### src/rtl/delay_meas_pkg.sv
// Shared types and helpers for the delay measurement block.
package delay_meas_pkg;

  typedef enum logic [1:0] {
    IDLE = 2'd0,
    MEAS = 2'd1,
    DONE = 2'd2
  } delay_meas_state_e;

  // Result/counter width able to hold max_count itself; also used by delay_gen.
  function automatic int unsigned cw_f(input int unsigned max_count);
    return $clog2(max_count + 1);
  endfunction

endpackage

### src/rtl/delay_meas.sv
// Measures cycles from a trig pulse to the first high sample of dly_in, presents the
// result over a valid/ready handshake and tracks the largest accepted result.
module delay_meas
  import delay_meas_pkg::*;
#(
  parameter int unsigned MAX_COUNT = 128,
  parameter int unsigned CW        = cw_f(MAX_COUNT)
) (
  input  logic          clk,
  input  logic          arst_n,
  input  logic          clear,
  input  logic          trig,
  input  logic          dly_in,
  output logic          busy,
  output logic          meas_valid,
  input  logic          meas_ready,
  output logic [CW-1:0] meas_value,
  output logic          meas_timeout,
  output logic [CW-1:0] max_seen
);

  localparam logic [CW-1:0] MaxCnt = CW'(MAX_COUNT);

  delay_meas_state_e state_q, state_d;
  logic [CW-1:0]     cnt_q, cnt_d;
  logic              valid_q, valid_d;
  logic [CW-1:0]     value_q, value_d;
  logic              timeout_q, timeout_d;
  logic [CW-1:0]     max_q, max_d;
  logic              busy_q;
  logic [CW-1:0]     cnt_inc;

  // cnt_q stays below MaxCnt while measuring, so the increment never wraps.
  assign cnt_inc = cnt_q + 1'b1;

  // Next-state logic: clear overrides everything, then the per-state behaviour.
  always_comb begin
    state_d   = state_q;
    cnt_d     = cnt_q;
    valid_d   = valid_q;
    value_d   = value_q;
    timeout_d = timeout_q;
    max_d     = max_q;

    if (clear) begin
      // Result value/timeout are deliberately retained; only the handshake drops.
      state_d = IDLE;
      cnt_d   = '0;
      valid_d = 1'b0;
      max_d   = '0;
    end else begin
      case (state_q)
        IDLE: begin
          if (trig) begin
            state_d = MEAS;
            cnt_d   = '0;
          end
        end
        MEAS: begin
          if (dly_in) begin
            // A high sample exactly at MaxCnt still counts as a real result.
            state_d   = DONE;
            cnt_d     = cnt_inc;
            value_d   = cnt_inc;
            timeout_d = 1'b0;
            valid_d   = 1'b1;
          end else if (cnt_inc == MaxCnt) begin
            state_d   = DONE;
            cnt_d     = MaxCnt;
            value_d   = MaxCnt;
            timeout_d = 1'b1;
            valid_d   = 1'b1;
          end else begin
            cnt_d = cnt_inc;
          end
        end
        DONE: begin
          if (valid_q && meas_ready) begin
            valid_d = 1'b0;
            if (value_q > max_q) begin
              max_d = value_q;
            end
            // A trig coincident with acceptance starts the next run with no bubble.
            if (trig) begin
              state_d = MEAS;
              cnt_d   = '0;
            end else begin
              state_d = IDLE;
            end
          end
        end
        default: begin
          state_d = IDLE;
          cnt_d   = '0;
          valid_d = 1'b0;
        end
      endcase
    end
  end

  // State and result registers with synchronous active-low reset.
  always_ff @(posedge clk) begin
    if (!arst_n) begin
      state_q   <= IDLE;
      cnt_q     <= '0;
      valid_q   <= 1'b0;
      value_q   <= '0;
      timeout_q <= 1'b0;
      max_q     <= '0;
      busy_q    <= 1'b0;
    end else begin
      state_q   <= state_d;
      cnt_q     <= cnt_d;
      valid_q   <= valid_d;
      value_q   <= value_d;
      timeout_q <= timeout_d;
      max_q     <= max_d;
      busy_q    <= (state_d != IDLE);
    end
  end

  assign busy         = busy_q;
  assign meas_valid   = valid_q;
  assign meas_value   = value_q;
  assign meas_timeout = timeout_q;
  assign max_seen     = max_q;

endmodule

### config.mk
export PLATFORM = sky130hd
export DESIGN_NAME = delay_meas
export DESIGN_NICKNAME = d
export VERILOG_FILES = /design/src/rtl/delay_meas_pkg.sv /design/src/rtl/delay_meas.sv
export SDC_FILE = /design/constraint.sdc
export NUM_CORES = 1
export LEC_CHECK = 0
export CAP_MARGIN = 40
export CORE_UTILIZATION = 45
export DETAILED_ROUTE_END_ITERATION = 8
export PLACE_DENSITY_LB_ADDON = 0.05
export SETUP_SLACK_MARGIN = 0.4
export SLEW_MARGIN = 10
export SYNTH_ARGS = -nofsm -noshare
export SYNTH_HDL_FRONTEND = slang
export SYNTH_SLANG_ARGS = --single-unit
### constraint.sdc
create_clock -name clk -period 3.1 [get_ports clk]
set_input_delay 0.31 -clock clk [delete_from_list [all_inputs] [get_ports clk]]
set_output_delay 0.31 -clock clk [all_outputs]
set_load 0.005 [all_outputs]
Word-level counts from Yosys, hierarchy flattened
Cells that the tools add are included.
{"block": "totals", "reg_bits": 29, "latchBits": 0, "ram_bits": 0, "romBits": 0, "in_bits": 6, "out_inout_bits": 19, "elab_cells": 44, "memories": 0}
{"block": "op_classes", "addsub": 1, "mul": 0, "n_div": 0, "magnitude_cmp": 1, "n_eq_ne": 5, "shifts": 0, "n_mux": 19, "bitwise_logic": 3, "n_reduce_logical": 8}
{"operator": "two-way mux 8 bit", "count": 6}
{"operator": "one-hot mux 8 bit (3 select lines)", "count": 1}
{"operator": "two-way mux 2 bit", "count": 5}
{"operator": "AND reduction 3 bit", "count": 3}
{"operator": "adder 8 x 1 -> 8 bit (second input constant)", "count": 1}
{"operator": "== test 8 bit (second input constant)", "count": 1}
{"operator": "> comparator 8 bit", "count": 1}
{"operator": "one-hot mux 2 bit (3 select lines)", "count": 1}
{"operator": "two-way mux 1 bit", "count": 5}
{"operator": "nonzero test 2 bit", "count": 2}
{"operator": "inequality test 3 bit (second input constant)", "count": 1}
{"operator": "NOT 1 bit", "count": 3}
{"operator": "one-hot mux 1 bit (3 select lines)", "count": 1}
{"operator": "== test 2 x 1 -> 1 bit (second input constant)", "count": 1}
{"operator": "== test 2 bit (second input constant)", "count": 1}
{"operator": "zero test 2 bit", "count": 1}
{"operator": "inequality test 2 bit (second input constant)", "count": 1}
{"operator": "OR reduction 2 bit", "count": 1}
{"operator": "logical AND 1 bit", "count": 1}

Logic depth before layout (Yosys ltp)
Gate-level depths: netlist (run 1).
{"block": "logic_depth", "ltp_word": 7, "ltp_mapped": 8, "depth_no_buf": 7}

Worst setup path after synthesis (run 1)
No wires, ideal clock.
{"block": "synth_path", "kind": "reg-to-reg", "start": "register max_q[6] (netlist: max_seen[6])", "end": "register max_q[0] (netlist: max_seen[0])", "setup_ns": 0.124, "arrival_ns": 1.618, "t_required_ns": 2.976, "slack_ns": 1.358, "path_stages_with_launch": 8, "n_path_buf": 1, "synth_period_minus_slack_ns": 1.742, "cell_sequence": "dfxtp_1 -> inv_1 -> ha_1 -> a21o_1 -> a21o_1 -> o311a_1 -> buf_2 -> mux2i_1"}
{"block": "synth_via", "elab_chain_len": 2}
{"item": "start, declared", "line": "delay_meas.sv:29", "rtl": "logic [CW-1:0] max_q, max_d;"}
{"item": "start signal, assigned", "line": "delay_meas.sv:117", "rtl": "max_q <= max_d;"}
{"item": "> comparator 8 bit", "line": "delay_meas.sv:80", "rtl": "if (value_q > max_q) begin"}
{"item": "AND reduction 3 bit (no source line)"}
Every way passes these cells.
A chain may end at the register's enable or synchronous reset.

Worst setup path after layout (run 1)
{"block": "layout_path", "start": "register max_q[3] (netlist: max_seen[3])", "end": "register max_q[0] (netlist: max_seen[0])"}
Same word-level chain as after synthesis.

==> flow_summary.toml, run 1 <==
[run_status]
outcome = "finished, final reports clean"

[synth]
yosys_register_bits = 29
synth_nets = 208
ys_async_sr_fraction_pct = 0
syn_inst = 193
syn_area_per_cell_sq_um = 8.32
synth_edf_count = 0
ys_types = 42
synth_area_sq_um = 1610
ys_warn_count = 0
yosysSeqAreaShare_pct = 36.2
yosys_most_used_dff = "dfxtp_1"

[cells_and_area]
antenna_cells = 0
drive_gt1_share_pct = 6.42
seqCellArea_sq_um = 581
syn_to_final_growth_pct = 21.6
multi_input_area_sq_um = 943
finalNetCount = 232
fin_area_sq_um = 1950
finalNonFillerCells = 264
nFillCells = 324
post-route-util_pct = 57.6

[drt]
finalWirelength_mm = 3.48
post_drt_wl_per_cell_um = 13.2
drtAntennaViolNets = 0
vias_per_cell = 5.46
drc = 0
dr.pass1.iters = 4
first_iter_violations = 74
via_count = 1441

[placed_design]
io_buffers = 24
gp_congestion = 0.888
post_dp_cell_area_sq_um = 1870
dp_hpwl_mm = 2.66
place_ws_ns = 0.980
dp.cells = 256

[timing]
worst_pin_slew_ns = 0.597
slew_headroom_pct = 60.2
worst_slack_ns = 1.18
holdWs_ns = 0.482
finalSetupViolations = 0
fmax_mhz = 521
fin_tns_setup_ns = 0
finalClockSkew_ns = 0.0113
rsz0062_at_grt = "false"
fin_crit_ns = 1.92
finalHoldViolCount = 0
drv_slew = 0
period_share_pct = 61.9

[global_route]
grt_max_degree = 15
antenna_found_initial = 0
grt_pass1_wl_mm = 5.41
grt_pass1_vias = 1249
grt_util_all_layers_pct = 19.9
grt_overflow_total = 0

[power]
power_mw = 0.746
p_clk_share_pct = 43.5
power_density_nw_per_um2 = 382
combPwrFrac_pct = 5.8
p_sw_mw = 0.161
p_leak_nw = 0.681
peakVddDrop_mv = 0.207
power.internal_mw = 0.585
sw_frac_of_total_pct = 21.6
power_frac_seq_pct = 50.7

[cts]
cts_tree = "yes"
cts_resized = 0
cts.sinks = 29
holdBufCountCts = 0
clk_pin_slew_ns = 0.10
postCtsSetupBuffers = 0
cts_max_level = 2
insertion_delay_ns = 0.34
numCtsBuffers = 5
ctsRootBufferMaster = "clkbuf_4"
clock_path_buffers = 2

[floorplanning]
ios = 25
std_cell_rows = 21
die_area_sq_um = 3810
start_util_pct = 47.4
core-area_sq_um = 3390
die_w_um = 61.7
die_h_um = 61.7

[setup_path]
cp-end-kind = "register"
crit_fanout = 8
arrival_ns = 2.17
required_ns = 3.35
r2r-end = "max_seen[0]"
r2r_setup_slack_ns = 1.18
ff2ff_path_depth = 7
critPathKind = "reg2reg"
rr_startpoint = "max_seen[3]"
startpoint = "max_seen[3]"
startpoint_type = "register"

[min_path]
hold_depth = 2
worst_hold_path_type = "reg2reg"
hold_start = "max_seen[2]"
holdPathEnd = "max_seen[2]"

[flow_run]
drv_cap = 0
worst max-delay path, cell delays in order (launching register included):
cell and delay, ns:
dfxtp_1 0.36, inv_1 0.05, ha_1 0.29, nand2_1 0.07
o21bai_1 0.14, a21boi_0 0.17, o311a_1 0.50, mux2i_1 0.26
synthesized netlist by cell type, drive strengths merged, types with 2 or more instances:
master,count,area share (%)
nor2b,2,0.78
o21bai,3,1.6
clkbuf,4,0.94
dfxtp,29,36
xnor2,3,1.6
a311oi,3,2.0
nand3b,2,0.94
or3,4,1.6
xor2,3,1.6
nand2,30,7.0
and2,4,1.6
inv,10,2.3
o311a,2,1.2
a21o,2,0.94
o21ai,8,2.5
nor2,14,3.3
nor3,3,0.94
nand2b,2,0.78
mux2i,8,5.0
o22ai,4,1.6
nor3b,2,0.94
buf,4,1.8
a21oi,15,4.7
nor4,3,2.5
ha,9,7.0
nand3,11,3.7
kinds of logic (layout without fill, tap and decap cells):
group / after synthesis / count (layout) / share of synthesized area [%]
xor gates and xnor gates: 6 / 6 / 3.27
and+or+nand+nor: 78 / 78 / 24.7
buffers and inverters: 18 / 43 / 5.07
muxes: 8 / 8 / 4.99
AOI/OAI and AO/OA: 45 / 45 / 18.8
DFF: 29 / 29 / 36.2
adders and majority gates: 9 / 9 / 7.01
worst max-delay path by stage:
stage | to | cells past startpoint | slack [ns]
3_3_place_gp | max_seen[5] | 6 | 1.07
6_report | max_seen[0] | 7 | 1.18
5_1_grt | max_seen[0] | 7 | 1.04
3_5_place_dp | max_seen[7] | 6 | 0.98
4_1_cts | max_seen[0] | 7 | 1.16
2_1_floorplan | max_seen[0] | 7 | 1.36
flip-flops by register name, summed over array words and instances (netlist names):
| name | cells |
|---|---|
| meas_valid | 1 |
| meas_value | 8 |
| meas_timeout | 1 |
| state_q | 2 |
| busy | 1 |
| cnt_q | 8 |
| max_seen | 8 |
layout make-up:
cell class                      count  area share (%)
Timing Repair Buffer               25            12.7
Tap cell                           46            2.95
Clock buffer                        7            2.82
Multi-Input combinational cell    146            48.3
Sequential cell                    29            29.7
Inverter                           10            1.92
Clock inverter                      1            1.54
layout by cell type (no fill, tap or decap), types with 2 or more instances in the layout:
| cell | instances |
|---|---|
| clkbuf_4 | 5 |
| nand3b_1 | 2 |
| nor3b_1 | 2 |
| nor2_1 | 14 |
| nand2_1 | 30 |
| nor3_1 | 3 |
| and2_1 | 4 |
| a21o_1 | 2 |
| xnor2_1 | 3 |
| mux2i_1 | 8 |
| o21bai_1 | 2 |
| nand2b_1 | 2 |
| o22ai_1 | 4 |
| o21ai_0 | 8 |
| inv_1 | 10 |
| dfxtp_1 | 29 |
| o311a_1 | 2 |
| xor2_1 | 3 |
| clkdlybuf4s50_1 | 24 |
| a311oi_1 | 2 |
| a21oi_1 | 15 |
| nand3_1 | 10 |
| nor2b_1 | 2 |
| ha_1 | 9 |
| or3_1 | 4 |
layer usage:
layer | wire, um | track usage (%)
met1 | 1580 | 23.6
met2 | 1710 | 33.3
met3 | 138 | 6.21
met4 | 55 | 8.57
met5 | 0 | 0
power by group through the flow:
| stage | Combinational (mW) | Clock (mW) | Sequential (mW) |
|---|---|---|---|
| final | 0.0433 | 0.324 | 0.378 |
| after global routing | 0.0474 | 0.353 | 0.379 |
| after CTS | 0.0436 | 0.331 | 0.378 |
| after detailed placement | 0.0434 | 0 | 0.387 |
| after global placement | 0.0420 | 0 | 0.387 |
| after floorplan | 0.0257 | 0 | 0.386 |
Note: power is estimated with default switching activity, not from simulation.
==> inputs of run 2 (changes only) <==
==> constraint.sdc (replaced) <==
create_clock -name clk -period 1.7 [get_ports clk]
set_input_delay 0.17 -clock clk [delete_from_list [all_inputs] [get_ports clk]]
set_output_delay 0.17 -clock clk [all_outputs]
set_load 0.005 [all_outputs]
==> run 2 against run 1 <==
Effect of this change:
- the flow now finishes with violations (negative setup slack)
- register-to-register slack got worse by 1.3 ns
- sequential power rose by 79%
- combinational power rose to 2.7 times the previous value
- worst setup slack got worse by 1.3 ns
- clock power rose by 20%
- non-clock buffer count rose by 41
- clock skew fell by 0.0033 ns
- clock-buffer cell count fell by 2
- critical path type unchanged
- critical path depth rose by 1
- final cell count rose by 16%
- sequential share of layout area fell by 5.1 points
- power rose by 58%
==> flow_summary.toml, run 2 (synthesized netlist as in run 1, its figures left out) <==
[setup_path]
critPathKind = "reg2reg"
r2r_setup_slack_ns = -0.11
r2r-end = "max_seen[7]"
cp-end-kind = "register"
required_ns = 1.94
rr_startpoint = "max_seen[7]"
crit_fanout = 4
startpoint_type = "register"
ff2ff_path_depth = 8
arrival_ns = 2.05

[cells_and_area]
layout_commonest_cell = "buf_4"
antenna_cells = 0
finalNetCount = 273
drive_gt1_share_pct = 46.3
syn_to_final_growth_pct = 61.3
post-route-util_pct = 76.4
layout_common_cells = "buf_4, nand2_1, dfxtp_2"
finalNonFillerCells = 305

[power]
power_density_nw_per_um2 = 457
p_leak_nw = 1.06
peakVddDrop_mv = 0.401
power_mw = 1.18

[floorplanning]
die_area_sq_um = 3810
std_cell_rows = 21
die_h_um = 61.7
ios = 25
die_w_um = 61.7
start_util_pct = 47.4
core-area_sq_um = 3390

[cts]
insertion_delay_ns = 0.33
clock_path_buffers = 2
cts.sinks = 29
ctsRootBufferMaster = "clkbuf_4"
clk_pin_slew_ns = 0.09
cts_max_level = 2
numCtsBuffers = 5
cts_tree = "yes"

[run_status]
outcome = "complete, but fails checks"
violations = "negative setup slack"

[global_route]
grt_pass1_vias = 1594
grt_pass1_wl_mm = 7.20
grt_overflow_total = 0
grt_max_degree = 17
antenna_found_initial = 0
grt_util_all_layers_pct = 26.6

[drt]
drtAntennaViolNets = 0
via_count = 1664
dr.pass1.iters = 4
first_iter_violations = 71
vias_per_cell = 5.46
post_drt_wl_per_cell_um = 16.0
drc = 0
finalWirelength_mm = 4.88

[min_path]
worst_hold_path_type = "reg2reg"
hold_start = "meas_timeout"
holdPathEnd = "meas_timeout"
hold_depth = 1

[timing]
finalClockSkew_ns = 0.00805
fin_crit_ns = 1.81
slew_headroom_pct = 74.4
drv_slew = 0
period_share_pct = 106
rsz0062_at_grt = "true"
finalHoldViolCount = 0
finalSetupViolations = 8
fmax_mhz = 554
worst_pin_slew_ns = 0.384
worst_slack_ns = -0.106

[flow_run]
drv_cap = 0

[placed_design]
place_ws_ns = -0.0694
io_buffers = 24
dp.cells = 273
gp_congestion = 0.804
dp_hpwl_mm = 3.01
## run 2: cell count changes in the layout (fill, tap and decap cells not counted), moves of 5 or more
cell / delta
buf_4: +35
dfxtp_1: -28
ha_1: -7
dlygate4sd2_1: +18
dfxtp_4: +9
o21ai_0: -5
dfxtp_2: +19
clkdlybuf4s50_1: -19
ha_4: +6
## run 2: final cells by class
| type | instances | area (sq um) |
|---|---|---|
| tap | 46 | 57.6 |
| clock inverter | 3 | 12.5 |
| inverter | 10 | 37.5 |
| fill | 230 | 801 |
| multi-input combinational | 146 | 1240 |
| timing repair buffer | 66 | 568 |
| clock buffer | 5 | 37.5 |
| sequential | 29 | 638 |
## run 2: metal layers
metal	routed length (um)	up-vias	part of all wire [%]	global-route usage, %
li1	-	815	-	-
met1	2010	806	41	29.7
met2	2650	32	54	47.3
met3	126	11	2.6	6.42
met4	94	0	1.9	13.0
met5	0	-	0	0
## run 2: metrics by stage
stage	instance area [sq um]	hold slack [ns]	setup TNS (ns)
finish	2590	0.492	-0.447
detailed placement	2080	0.453	-0.483
global route	2590	0.491	-1.31
CTS	2450	0.458	0
floorplan	1710	0.302	0
global placement	2080	0.454	-0.0234
## run 2: worst max-delay path by stage
stage               cells past startpoint        start  slack (ns)           to
finish                                  8  max_seen[7]       -0.11  max_seen[7]
global route                            8  max_seen[7]       -0.19  max_seen[7]
CTS                                     7  max_seen[6]        0.02  max_seen[7]
detailed placement                      8  max_seen[3]       -0.07  max_seen[1]
global placement                        7   meas_ready      -0.009  max_seen[1]
floorplan                               8  max_seen[1]        0.08  max_seen[1]
## run 2: critical path: stages, from the launching register on
cell	delay, ns
dfxtp_2	0.35
inv_1	0.06
ha_4	0.29
nand3_2	0.11
nor3_1	0.37
a21oi_2	0.07
o311a_4	0.14
buf_6	0.14
mux2i_2	0.19
## run 2: repair_timing
action | 4_1_cts | 5_1_grt
endpoints found under the setup margin | 45 | 26
gates resized for setup | 69 | 25
setup buffers | 19 | 5
hold buffers | 0 | 0
pin swaps | 17 | 9
## run 2: report_power, final
| group | total [mW] | internal, mW | switching (mW) |
|---|---|---|---|
| clock network | 0.390 | 0.149 | 0.241 |
| logic | 0.115 | 0.0531 | 0.0615 |
| registers | 0.677 | 0.670 | 0.00666 |
==> inputs of run 3 (changes only) <==
--- a/config.mk
+++ b/config.mk
@@ -6,9 +6,12 @@
 export NUM_CORES = 1
 export LEC_CHECK = 0
 export CAP_MARGIN = 40
+export CORE_ASPECT_RATIO = 1.2
 export CORE_UTILIZATION = 45
+export CTS_CLUSTER_DIAMETER = 50
 export DETAILED_ROUTE_END_ITERATION = 8
 export PLACE_DENSITY_LB_ADDON = 0.05
+export RECOVER_POWER = 100
 export SETUP_SLACK_MARGIN = 0.4
 export SLEW_MARGIN = 10
 export SYNTH_ARGS = -nofsm -noshare
==> run 3 against run 2 <==
Effect of this change:
- the flow now finishes without violations
- critical path depth decreased by 2
- clock-buffer cell count increased by 1
- non-clock buffer count fell by 4
- fmax grew 8.3%
- global-route usage fell by 3.5 points
- combinational power about the same
- critical endpoint is now meas_value[7]
- largest power group unchanged
- highest routed layer unchanged
==> flow_summary.toml, run 3 (synthesized netlist as in run 1, its figures left out) <==
[setup_path]
cp-end-kind = "register"
critPathKind = "reg2reg"
crit_fanout = 6
startpoint = "cnt_q[0]"
arrival_ns = 1.83
rr_startpoint = "cnt_q[0]"
required_ns = 1.87
startpoint_type = "register"

[cts]
numCtsBuffers = 5
cts_tree = "yes"
cts_max_level = 2
ctsRootBufferMaster = "clkbuf_8"
holdBufCountCts = 0
clk_pin_slew_ns = 0.06
clock_path_buffers = 2
insertion_delay_ns = 0.28
cts.sinks = 29

[cells_and_area]
finalNetCount = 269
antenna_cells = 0
syn_to_final_growth_pct = 61.5
post-route-util_pct = 77.0
layout_common_cells = "buf_4, nand2_1, dfxtp_2"
finalNonFillerCells = 292
drive_gt1_share_pct = 44.3
layout_commonest_cell = "buf_4"
nFillCells = 227

[placed_design]
dp_hpwl_mm = 2.91
io_buffers = 24
dp.cells = 263
gp_congestion = 0.824

[power]
power_mw = 1.34
p_sw_mw = 0.333
power.internal_mw = 1.01
p_clk_share_pct = 40.8
combPwrFrac_pct = 8.4
sw_frac_of_total_pct = 24.8
power_density_nw_per_um2 = 517
p_leak_nw = 1.13
peakVddDrop_mv = 0.541
power_frac_seq_pct = 50.8

[floorplanning]
std_cell_rows = 23
ios = 25
die_h_um = 67.4
die_area_sq_um = 3810
start_util_pct = 47.7
core-area_sq_um = 3370
die_w_um = 56.5

[drt]
finalWirelength_mm = 4.57
post_drt_wl_per_cell_um = 15.6
via_count = 1676
first_iter_violations = 66
drc = 0
dr.pass1.iters = 4
vias_per_cell = 5.74
drtAntennaViolNets = 0

[global_route]
grt_pass1_vias = 1518
grt_util_all_layers_pct = 23.1
grt_pass1_wl_mm = 6.82
grt_max_degree = 18
antenna_found_initial = 0
grt_overflow_total = 0

[timing]
fin_crit_ns = 1.67
drv_slew = 0
finalHoldViolCount = 0
slew_headroom_pct = 70.8
worst_pin_slew_ns = 0.438
finalSetupViolations = 0
finalClockSkew_ns = 0.00258
period_share_pct = 98.1
holdWs_ns = 0.471
rsz0062_at_grt = "true"
fmax_mhz = 600

[min_path]
worst_hold_path_type = "reg2reg"
hold_start = "max_seen[7]"

[run_status]
outcome = "finished, final reports clean"

[flow_run]
drv_cap = 0
==> run 3: changes by cell type in the layout (fill, tap and decap cells not counted), moves of 3 or more <==
cell,before,now
clkbuf_4,5,0
dlygate4sd2_1,18,11
buf_6,4,7
buf_4,36,31
dlymetal6s2s_1,0,7
clkbuf_8,0,5
==> run 3: layout make-up <==
cell class | count | area [sq um] | share of cell area [%]
clock buffers | 6 | 72.6 | 2.80
clock inverters | 2 | 10.0 | 0.386
inverters | 10 | 37.5 | 1.45
multi-input cells | 146 | 1240 | 47.7
flip-flops and latches | 29 | 633 | 24.4
well taps | 37 | 46.3 | 1.79
repair buffers | 62 | 556 | 21.4
==> run 3: stage by stage <==
step	TNS, ns	instance area, sq um	setup slack, ns
after CTS	0	2420	0.0125
after global routing	-0.447	2590	-0.0602
final	0	2590	0.0325
after global placement	-0.0571	2070	-0.0139
after floorplan	0	1710	0.0771
after detailed placement	-0.696	2070	-0.126
==> run 3: path summary, 6_finish.rpt <==
path                        end  slack [ns]  cells after the start
hold reg to reg     max_seen[7]        0.47                      2
setup reg to reg  meas_value[7]        0.03                      6
hold / removal      max_seen[7]        0.47                      2
setup / recovery  meas_value[7]        0.03                      6
==> run 3: timing repair <==
| action | in CTS | in global routing |
|---|---|---|
| pin swaps | 14 | 10 |
| endpoints found under the setup margin | 41 | 34 |
| gates resized for setup | 54 | 38 |
| gates cloned | 0 | 0 |
| hold endpoints to repair | 0 | 0 |
| setup buffers | 17 | 4 |
==> run 3: layer usage <==
metal / share of wire [%] / vias to the layer above / wire [um] / global-route usage (%)
li1: - / 809 / - / -
met1: 42 / 813 / 1920 / 27.4
met2: 53 / 42 / 2440 / 41.8
met3: 2.6 / 12 / 118 / 4.41
met4: 1.9 / 0 / 85 / 8.23
met5: 0 / - / 0 / 0
==> run 3: power groups by stage <==
stage                     clock [mW]  sequential [mW]  combinational, mW
after floorplan                    0            0.700             0.0476
after global placement             0            0.701             0.0886
after detailed placement           0            0.702             0.0903
after CTS                      0.556            0.682             0.0999
after global routing           0.593            0.681              0.123
final                          0.547            0.680              0.113
==> run 3: worst max-delay path, cell delays in order (launching register included) <==
cell,delay (ns)
dfxtp_4,0.40
and3_4,0.21
nand3_4,0.07
a311oi_4,0.34
nor4_4,0.08
buf_4,0.17
o311a_1,0.28
==> edit 1: new RTL, config.mk and constraints of run 3 <==
The parameter `MAX_COUNT` goes from 128 to 192.
--- a/src/rtl/delay_meas.sv
+++ b/src/rtl/delay_meas.sv
@@ -3,7 +3,7 @@
 module delay_meas
   import delay_meas_pkg::*;
 #(
-  parameter int unsigned MAX_COUNT = 128,
+  parameter int unsigned MAX_COUNT = 192,
   parameter int unsigned CW        = cw_f(MAX_COUNT)
 ) (
   input  logic          clk,
Check against the original RTL: same outputs for any inputs over 10 cycles, from zero or initial values and one cycle with arst_n low; that may be too few to reach the edited logic, so the function may still have changed.
==> edit 1 against run 3 <==
Wire length is 28% higher; clock skew is 0.00090 ns higher; sequential cell count stayed put; global-route usage is 3.0 points higher; area after synthesis is 5.4% higher; combinational power is 16% higher; cell area is 12% higher; sequential share of layout area is 2.6 points lower; non-clock buffer count is 17 higher; utilization is 3.3 points higher; setup slack worse by 0.0068 ns; the run now ends with DRC left; largest power group unchanged; total power is 1.4% higher; fmax is 0.41% lower.
==> edit 1: results (changes against run 3) <==
- The overall fraction of global-route tracks in use came to 26.2% (+3.0 points).
- The via density per instance is 5.87 (+2.3%).
- The final reports fail on DRC.
- The actual slew at the worst max-slew pin is 0.379 ns (-0.0584 ns).
- The post-route worst hold slack is 0.481 ns (+0.0102 ns).
- The flow ran to the end, but the final reports show violations.
- The post-CTS setup repair buffer count was 16 (-1).
- In the post-synthesis netlist, the biggest area contributors are sky130_fd_sc_hd__dfxtp_1, sky130_fd_sc_hd__ha_1, sky130_fd_sc_hd__a21oi_1.
- The share of cell area taken by muxes after synthesis is 0% (-5.0 points).
- The iteration-0 DRC count of the detailed router is 92 (+39%).
- The top achievable clock speed is 597 MHz (-0.41%).
- The pre-CTS setup slack is -0.0782 ns (+0.0478 ns).
- The post-detailed-placement cell area is 2170 sq um (+5.0%).
- The largest voltage drop on the vdd net came to 394 uV (-27%).
- The half-perimeter wire length after placement came to 3.40 mm (+17%).
- The net count reported at finish is 296 (+10%).
- The number of inserted filler cells in the final layout came to 226 (-0.44%).
- The first-pass GRT wire length came to 8.24 mm (+21%).
- The routability-driven placement congestion ratio is 0.920 (+12%).
- The number of unique standard cell types used by synthesis is 46 (+9.5%).
- The reported net switching power came to 0.339 mW (+2.0%).
- The ratio of cells with drive above 1 in the final layout is 52.5% (+8.2 points).
- The commonest cells after synthesis are sky130_fd_sc_hd__dfxtp_1, sky130_fd_sc_hd__a21oi_1, sky130_fd_sc_hd__o21ai_0.
- The clock network power share is 40.2% (-0.6 points).
- The post-route DRC violation count is 1 (+1).
- The path with the worst hold slack has its endpoint at max_seen[4].
- The area share of fa/ha/maj cells after synthesis is 6.66% (-0.36 points).
- The number of global-route vias before repair was 1807 (+19%).
- The net count of the mapped netlist is 218 (+4.8%).
- The cell count after synthesis is 203 (+5.2%).
==> edit 1: cell count changes after synthesis, moves of 3 or more <==
cell and delta:
sky130_fd_sc_hd__a21boi_1 +5, sky130_fd_sc_hd__o22ai_1 -4, sky130_fd_sc_hd__a21oi_1 +6, sky130_fd_sc_hd__nand2_1 -13
sky130_fd_sc_hd__mux2i_1 -8, sky130_fd_sc_hd__nand3_1 +7, sky130_fd_sc_hd__clkbuf_8 +3, sky130_fd_sc_hd__o21ai_0 +13
==> edit 1: per-layer routing <==
layer,part of all wire [%],global-route usage [%],vias up
met5,0,0,-
met4,2.8,12.2,0
met3,3.4,4.69,18
met2,55,43.8,61
met1,39,31.8,917
li1,-,-,888
==> edit 1: final cells by class <==
class	count	area, sq um	share of cell area [%]
inverters	10	37.5	1.30
clock inverters	2	10.0	0.346
repair buffers	79	717	24.8
well taps	39	48.8	1.69
flip-flops and latches	29	632	21.8
multi-input cells	156	1380	47.6
clock buffers	6	72.6	2.51
==> edit 2: new RTL, settings of run 3 <==
Without the edit above. The 3 states of `delay_meas_state_e` get a one-hot encoding in 3 bits.
--- a/src/rtl/delay_meas_pkg.sv
+++ b/src/rtl/delay_meas_pkg.sv
@@ -1,10 +1,10 @@
 // Shared types and helpers for the delay measurement block.
 package delay_meas_pkg;
 
-  typedef enum logic [1:0] {
-    IDLE = 2'd0,
-    MEAS = 2'd1,
-    DONE = 2'd2
+  typedef enum logic [2:0] {
+    IDLE = 3'b001,
+    MEAS = 3'b010,
+    DONE = 3'b100
   } delay_meas_state_e;
 
   // Result/counter width able to hold max_count itself; also used by delay_gen.
Formal check against the unedited RTL: no difference found for any inputs over 10 cycles, from zero or initial values and one cycle with arst_n low; not proved beyond that.
==> edit 2 against run 3 <==
The flow now finishes with violations (DRC, setup timing); sequential cell count up 1; cell area up 8.6%; area after synthesis up 3.2%; via count up 6.5%; setup slack worse by 0.043 ns; count of clock-buffer cells in the layout up 1; wire length up 15%; worst hold slack worse by 0.0014 ns; highest routed layer unchanged; total power up 5.4%.
==> edit 2: results (changes against run 3) <==
- The run finished, with violations left.
- The checks that failed: DRC, setup timing.
- The total routed wirelength is 5.27 mm (+15%).
- The pin count of the biggest net entering global routing is 17 (-1).
- The critical path arrival is 1.94 ns (+0.11 ns).
- The detailed route wirelength on metal3 is 166 microns (+41%).
- The wire length on met1 is 2.12 mm (+11%).
- The net count reported at finish came to 288 (+7.1%).
- The routability-driven placement congestion ratio was 0.840 (+1.8%).
- The area share of fa/ha/maj cells after synthesis was 6.80% (-0.22 points).
- The iteration-0 DRC count of the detailed router came to 92 (+39%).
- The share of cell area taken by muxes after synthesis is 4.83% (-0.15 points).
- The fraction of synthesized cell area in xor and xnor cells was 4.23% (+0.96 points).
- The number of unique standard cell types used by synthesis came to 47 (+12%).
- The routed length on met2 is 2.87 mm (+18%).
- The share of synthesized area occupied by flip-flops and latches is 36.3% (+0.089 points).
- The largest voltage drop on the vdd net is 333 uV (-38%).
- The half-perimeter wire length after placement is 3.26 mm (+12%).
- The number of optimization iterations in the first detailed-route pass is 6 (+2).
- The ratio of cells with drive above 1 in the final layout is 50.7% (+6.4 points).
- The first-pass GRT wire length is 7.47 mm (+9.5%).
- The clock input transition at the sequential cells of the worst setup and hold paths is 0.07 ns.
- Signal routing reaches up to met4.
- By count the netlist is led by sky130_fd_sc_hd__dfxtp_1, sky130_fd_sc_hd__nand2_1, sky130_fd_sc_hd__a21oi_1.
- The post-route clock skew is 0.00632 ns (+0.00374 ns).
- In this run the clock root is driven by a sky130_fd_sc_hd__clkbuf_8.
- The post-route DRC violation count is 5 (+5).
- The post-route worst hold slack came to 0.470 ns (-0.00142 ns).
- The cell count of the worst reg-to-reg path is 7 (+1).
- The TritonCTS buffer count is 5 (unchanged).
- The post-detailed-placement cell area is 2220 sq um (+7.3%).
- The number of global-route vias before repair came to 1698 (+12%).
- The share of flip-flops with an asynchronous set or reset is 0% (unchanged).
- The max-slew headroom at the worst pin is 78.0% (+7.2 points).
- The leakage power figure is 1.20 nW (+6.4%).
- The net count of the mapped netlist is 212 (+1.9%).
- The count of yosys warnings during synthesis is 0 (unchanged).
- The final worst setup slack is -0.0101 ns (-0.0426 ns).
- Sorting the synthesized cells by area gives the leading types as sky130_fd_sc_hd__dfxtp_1, sky130_fd_sc_hd__ha_1, sky130_fd_sc_hd__nand2_1.
- The maximum count of clock buffers along a single path is 2 (unchanged).
- The peak fanout along the critical path is 6 (unchanged).
- The insertion delay to the later sink of the worst-skew pair is 0.29 ns.
- The overall fraction of global-route tracks in use is 25.1% (+2.0 points).
- The count of flip-flops with a built-in enable after synthesis is 0 (unchanged).
- The count of endpoints failing setup in the final report is 3 (+3).
- The compound-cell area share of the yosys netlist was 19.4% (+0.63 points).
- The via density per instance is 5.74 (about the same).
[edit 2: changes by cell type after synthesis, sizes merged, moves of 3 or more]
cell	change
nand3	-3
nor4	-3
o21bai	-3
o22ai	-4
xnor2	+3
[edit 2: path summary, 6_finish.rpt]
check / from / endpoint
hold reg to reg: max_seen[4] / max_seen[4]
setup / recovery: cnt_q[0] / meas_valid
setup reg to reg: cnt_q[0] / meas_valid
hold / removal: max_seen[4] / max_seen[4]
[edit 2: stage by stage]
stage	TNS, ns	worst slack [ns]	std cells
6_report	-0.0124	-0.0101	311
5_1_grt	-0.696	-0.0606	311
4_1_cts	0	0.00315	301
3_5_place_dp	-2.09	-0.274	281
3_3_place_gp	-1.31	-0.168	281
2_1_floorplan	0	0.0704	197
[edit 2: what timing repair did]
item / CTS / global route
gates resized for setup: 68 / 33
setup buffers: 11 / 10
pin swaps: 15 / 23
endpoints found under the setup margin: 45 / 35
cloned: 1 / 0
[edit 2: power breakdown]
part	internal, mW	total, mW	leakage, nW	switching, mW
logic	0.0488	0.108	0.901	0.0591
clock network	0.326	0.603	0.0482	0.277
registers	0.698	0.701	0.255	0.00288
[edit 2: critical path, cell delays in order (launching register included)]
cell                        delay [ns]
sky130_fd_sc_hd__dfxtp_4          0.40
sky130_fd_sc_hd__and4_4           0.26
sky130_fd_sc_hd__xnor2_2          0.13
sky130_fd_sc_hd__o2111ai_2        0.15
sky130_fd_sc_hd__buf_4            0.18
sky130_fd_sc_hd__o31ai_4          0.22
sky130_fd_sc_hd__buf_6            0.17
sky130_fd_sc_hd__a32o_1           0.15
[edit 2: area by class of cell]
cell class / count / area, sq um
Clock inverter: 1 / 5.00
Tap cell: 37 / 46.3
Sequential cell: 30 / 643
Clock buffer: 7 / 86.3
Multi-Input combinational cell: 146 / 1310
Fill cell: 192 / 608
Timing Repair Buffer: 78 / 686
Inverter: 12 / 45.0
[edit 2: cell families (layout without fill, tap and decap cells)]
logic type | count (synthesis) | count (layout)
AOI/OAI and AO/OA | 46 | 46
xor gates and xnor gates | 8 | 8
adders and majority gates | 9 | 9
buffers and inverters | 21 | 98
DFF | 30 | 30
muxes | 8 | 8
and+or+nand+nor | 75 | 75
[edit 2: metal layers]
| layer | GRT usage [%] | vias to the layer above |
|---|---|---|
| li1 | - | 853 |
| met1 | 25.8 | 870 |
| met2 | 48.1 | 48 |
| met3 | 5.67 | 14 |
| met4 | 11.9 | 0 |
| met5 | 0 | - |
